$ cat config.mk
export PLATFORM = sky130hd
export DESIGN_NAME = ifetch
export DESIGN_NICKNAME = d
export VERILOG_FILES = /design/src/rtl/ifetch.sv
export SDC_FILE = /design/constraint.sdc
export NUM_CORES = 1
export LEC_CHECK = 0
export CAP_MARGIN = 40
export CELL_PAD_IN_SITES_DETAIL_PLACEMENT = 1
export CELL_PAD_IN_SITES_GLOBAL_PLACEMENT = 1
export CORE_ASPECT_RATIO = 1.25
export CORE_UTILIZATION = 36
export DETAILED_ROUTE_END_ITERATION = 10
export HOLD_SLACK_MARGIN = 0.06
export PLACE_DENSITY_LB_ADDON = 0.05
export SYNTH_ARGS = -nofsm -noshare
export SYNTH_HDL_FRONTEND = slang
export SYNTH_SLANG_ARGS = --single-unit
$ cat constraint.sdc
create_clock -name clk -period 4.85 [get_ports clk]
set_input_delay 0.7275 -clock clk [delete_from_list [all_inputs] [get_ports clk]]
set_output_delay 0.7275 -clock clk [all_outputs]
set_load 0.01 [all_outputs]
$ cat src/rtl/ifetch.sv
// rtl/ifetch.sv - instruction fetch stage with 2-entry response FIFO and redirect
//
// Ports:
//   clk, rst       clock and synchronous active-high reset
//   imem_re_o      instruction-memory read request
//   imem_addr_o    word address of the request (current pc)
//   imem_data_i    read data, valid exactly one cycle after a request
//   br_taken_i     redirect strobe from EX; overrides stall and issue
//   br_addr_i      redirect target
//   stall_i        decode backpressure; head is held while high
//   v_o            inst_o/origaddr_o carry a valid instruction
//   inst_o         fetched instruction (FIFO head)
//   origaddr_o     address of inst_o
module ifetch #(
  parameter int                ADDR_W     = 16,
  parameter int                WORD_W     = 32,
  parameter logic [ADDR_W-1:0] RESET_ADDR = '0
) (
  input  logic              clk,
  input  logic              rst,
  output logic              imem_re_o,
  output logic [ADDR_W-1:0] imem_addr_o,
  input  logic [WORD_W-1:0] imem_data_i,
  input  logic              br_taken_i,
  input  logic [ADDR_W-1:0] br_addr_i,
  input  logic              stall_i,
  output logic              v_o,
  output logic [WORD_W-1:0] inst_o,
  output logic [ADDR_W-1:0] origaddr_o
);

  logic [ADDR_W-1:0] pc_r;
  logic              infl_r;
  logic [ADDR_W-1:0] infl_addr_r;
  logic [1:0]        count_r;

  // Entry 0 is always the head; entry 1 only holds data when count_r == 2.
  logic [WORD_W-1:0] inst_q0, inst_q1;
  logic [ADDR_W-1:0] addr_q0, addr_q1;

  logic       pop;
  logic       push;
  logic       issue;
  logic [2:0] occ_after;

  assign v_o  = ~rst & (count_r != 2'd0) & ~br_taken_i;
  assign pop  = v_o & ~stall_i;
  assign push = infl_r & ~br_taken_i;

  // Occupancy once this cycle's pop is applied, counting the response still
  // on its way; a new request is only allowed if it is guaranteed a slot.
  assign occ_after = {1'b0, count_r} + {2'b0, infl_r} - {2'b0, pop};
  assign issue     = ~rst & ~br_taken_i & (occ_after < 3'd2);

  assign imem_re_o   = issue;
  assign imem_addr_o = pc_r;
  assign inst_o      = rst ? '0 : inst_q0;
  assign origaddr_o  = rst ? '0 : addr_q0;

  always_ff @(posedge clk) begin
    if (rst) begin
      pc_r        <= RESET_ADDR;
      infl_r      <= 1'b0;
      infl_addr_r <= '0;
      count_r     <= 2'd0;
      inst_q0     <= '0;
      inst_q1     <= '0;
      addr_q0     <= '0;
      addr_q1     <= '0;
    end else if (br_taken_i) begin
      // Flush: buffered entries, the in-flight response and any data
      // arriving this cycle are all discarded.
      count_r <= 2'd0;
      infl_r  <= 1'b0;
      pc_r    <= br_addr_i;
    end else begin
      infl_r <= issue;
      if (issue) begin
        infl_addr_r <= pc_r;
        pc_r        <= pc_r + ADDR_W'(1);
      end

      case ({push, pop})
        2'b10: begin
          if (count_r == 2'd0) begin
            inst_q0 <= imem_data_i;
            addr_q0 <= infl_addr_r;
          end else begin
            inst_q1 <= imem_data_i;
            addr_q1 <= infl_addr_r;
          end
          count_r <= count_r + 2'd1;
        end
        2'b01: begin
          inst_q0 <= inst_q1;
          addr_q0 <= addr_q1;
          count_r <= count_r - 2'd1;
        end
        2'b11: begin
          // Count is unchanged; the new entry lands behind whatever remains.
          if (count_r == 2'd1) begin
            inst_q0 <= imem_data_i;
            addr_q0 <= infl_addr_r;
          end else begin
            inst_q0 <= inst_q1;
            addr_q0 <= addr_q1;
            inst_q1 <= imem_data_i;
            addr_q1 <= infl_addr_r;
          end
        end
        default: ;
      endcase
    end
  end

endmodule

==> metrics list <==
* Total die area: 16,700 µm²
* Sequential fraction of the synthesis area: 45.0%
* Data arrival time of the worst path: between 3 and 4 ns
- Fin crit share: 94.6%
- In this run, the number of DRC markers left after iteration 0 of detailed routing was just over 300.
* Proportion of layout cells with a drive suffix above 1: 6.03%
* Root buffer cell: sky130_fd_sc_hd__clkbuf_16
* Met2 capacity usage during global routing: 37.9%
* Growth of design area from synthesis to finish: 33.2%
* Clock transition time at the flip-flop clock pins of the worst setup and hold paths: approximately 0.050 ns
- Max Freq: 0.218 GHz
- After clock tree synthesis, the setup repair step added 0 buffers.
- Largest area contributor in the synthesized netlist: sky130_fd_sc_hd__dfxtp_1
- Count of final max-slew check failures: 0
- H-Tree Depth: 4
- In the final routed layout, each cell accounts on average for 17.1 µm.
* Final routed wirelength across all metal layers: 17.3 mm
- Die boundary width: 116 µm
- Effective utilization at floorplan: 37.1%
- Global placement routability congestion: between 0.8 and 0.9
- Across every metal layer, demand over resource in global routing totals 21.2%.
- Library cells used by synthesis: 39
- After floorplanning, the core was sized to cover 15,700 µm².
* Antenna Nets Post-Route: 0
* Post-synthesis share of cell area spent on xor and xnor gates: 1.05%
- At the end of the flow, the number of nets in the layout was between 800 and 900.
* Pwr Total: 2.69 mW
- Least-Margin Pin Slew: 0.649 ns
* Post-synth design cell area: 5830 µm²
- The worst setup path is launched from an input pin.
* Number of instances in the synthesized netlist: around 700
- Total DRC errors in the routed layout: 0
* TritonRoute pass-1 iters: 5
- Setup total negative slack on the finished layout was measured at 0 ns.
- Minimum clock period: about 4.6 ns
- Number of I/O pins: ~120
- Number of rows created at floorplan: 51
- The clock passes through at most 2 buffers.
- Setup violations remaining at the end of the flow were counted as 0.
* Most Crowded Layer GR: met2
- Leaving out fill and tap cells, the most frequent cell in the layout is sky130_fd_sc_hd__nand2_1.
* PnR worst setup slack: 0.261 ns
* Number of buffers created by CTS: 17
- Met3 routing resource usage after global routing: 4.36%
- After synthesis the netlist holds a flip-flop and latch count of roughly 130.
- Vias in the first global route: approximately 5,600
* Multiplexer fraction of the synthesized cell area: 0%
- Once layout is complete, the cells apart from fillers number 1,009.
* Status: finished clean
* Worst slew slack as a fraction of its limit: a little under three fifths
- Number of gates given a new drive strength after cts: 0
- Unrepaired setup endpoints after global routing: false
- The later pin in the worst-skew pair is clocked with a latency of 0.41 ns.
- Half-perimeter wire length after placement: 10.9 mm
- For the final database, setup skew stands at around 0.0046 ns.
* Post-synthesis average cell area: 8.31 µm²
- In this run the worst path has a maximum fanout of 6.
- Synthesis produced a netlist with a net count of 761.
- Max Cap Violations: 0
- Measured on the finished design, the core utilization comes to 49.5%.
- Worst Setup End Kind: primary output
* Final hold violation count: 0
- The top cell type by area accounts for around 45% of the synthesized area.
- In the global route stage, met1 resource usage came out at 24.6%.
- The count of buffers added on input and output ports is around 120.
- In the layout the commonest cells are 141 x sky130_fd_sc_hd__nand2_1, 131 x sky130_fd_sc_hd__dfxtp_1, 116 x sky130_fd_sc_hd__clkdlybuf4s50_1, 115 x sky130_fd_sc_hd__a21oi_1, 53 x sky130_fd_sc_hd__a311oi_1.
- First-pass GRT wire length: 27.7 mm
- Buffers inserted to repair hold after CTS numbered 0.
- Simple logic cell fraction of the synthesized area: 18.9%
* Path class of the lowest-slack min-delay path: flop to flop
- In this run the static leakage power is approximately 2.6 nW.
- Per-cell via count in the routed design: 5.50
* Largest cells by area after synthesis: sky130_fd_sc_hd__dfxtp_1 45%, sky130_fd_sc_hd__a21oi_1 9.9%, sky130_fd_sc_hd__nand2_1 9.1%, sky130_fd_sc_hd__a311oi_1 8.0%, sky130_fd_sc_hd__a22oi_1 6.3%
- The die is around 140 µm tall.
- Prior to clock tree synthesis, the placed netlist has a worst setup slack of 0.263 ns.
* Main combinational cell family by area after synthesis: compound AO/OA/AOI/OAI gates
- Share of the synthesized area in compound gates (AO/OA/AOI/OAI): roughly 28%
- Critical setup path kind: input pin to primary output
* Placed cell count: 977
* WP data required: 4.12 ns
* Power density over cell area: ~350 nW/µm²
- Global route overflow: 0
- Yosys printed 0 warnings.
- Clock sinks: 131
- The initial antenna violation count was 1.
- Entering global routing, the biggest net connects 97 pins.
* Clock tree from TritonCTS: built
* Total via count after detailed routing: between 5,000 and 6,000
* Adder-cell share of the synthesized area: 1.85%
- VDD sags by at most 0.219 mV.
[worst max-delay path: stages]
cell and delay (ns):
sky130_fd_sc_hd__clkdlybuf4s50_1 0.43, sky130_fd_sc_hd__or4_4 0.59, sky130_fd_sc_hd__inv_2 0.13, sky130_fd_sc_hd__ha_1 0.23
sky130_fd_sc_hd__nand2b_1 0.16, sky130_fd_sc_hd__fa_1 0.40, sky130_fd_sc_hd__xnor2_1 0.23, sky130_fd_sc_hd__nand3_1 0.28
sky130_fd_sc_hd__clkinv_1 0.13, sky130_fd_sc_hd__clkdlybuf4s50_1 0.54
[state kept, by name, indices dropped and copies added (netlist names)]
name and cells:
inst_q1 32, imem_addr_o 16, infl_addr_r 16, inst_q0 32
addr_q0 16, count_r 2, addr_q1 16, infl_r 1
[cell usage after synthesis (all sizes together)]
cell type and count:
a311oi 53, and2 3, nand3 7, a31oi 6
nor2b 49, nand2b 1, clkbuf 48, o211ai 2
xor2 5, o31ai 4, o21ai 2, nand2 142
o311ai 4, a22oi 49, or4 6, o211a 1
nor3 2, clkinv 1, nor2 11, and3 2
o21a 1, or3 5, xnor2 2, dfxtp 131
fa 1, a21oi 115, ha 7, buf 19
inv 8, nand4 5, and4 3, a211oi 4
o31a 1, a2111oi 1
[power by group]
part | leakage, nW | internal [mW] | switching, mW
sequential | 1.06 | 1.11 | 0.0314
combinational | 1.24 | 0.133 | 0.146
clock | 0.287 | 0.821 | 0.447
total | 2.59 | 2.07 | 0.624
[stage by stage]
stage,cell area (µm²),hold WS (ns)
2_1_floorplan,5830,0.437
5_1_grt,7760,0.479
6_report,7760,0.455
4_1_cts,7760,0.459
3_5_place_dp,7180,0.451
3_3_place_gp,7070,0.441
[cell type report]
class	count	area, µm²
fill	1889	7940
multi-input combinational	494	2890
sequential	131	2620
timing repair buffer	131	1360
clock buffer	27	513
tap	212	265
clock inverter	4	70.1
inverter	9	35.0
antenna	1	2.50
[per-layer routing]
metal,part of all wire [%],vias up
li1,-,2703
met1,44,2718
met2,51,106
met3,3.1,25
met4,2.1,0
met5,0,-
[cell families after synthesis]
logic type | Yosys count
and+or+nand+nor | 236
AOI/OAI and AO/OA | 243
xor gates and xnor gates | 7
DFF | 131
adders and majority gates | 8
buffers and inverters | 76
[worst paths after layout]
kind                             startpoint        endpoint  slack (ns)  cells past startpoint
worst max-delay path             br_taken_i       imem_re_o        0.26                     10
worst max register to register   count_r[1]  imem_addr_o[6]        1.12                     12
worst min-delay path            addr_q1[11]     addr_q1[11]        0.45                      2
worst min register to register  addr_q1[11]     addr_q1[11]        0.45                      2
Power figures use the tool's default switching activity.
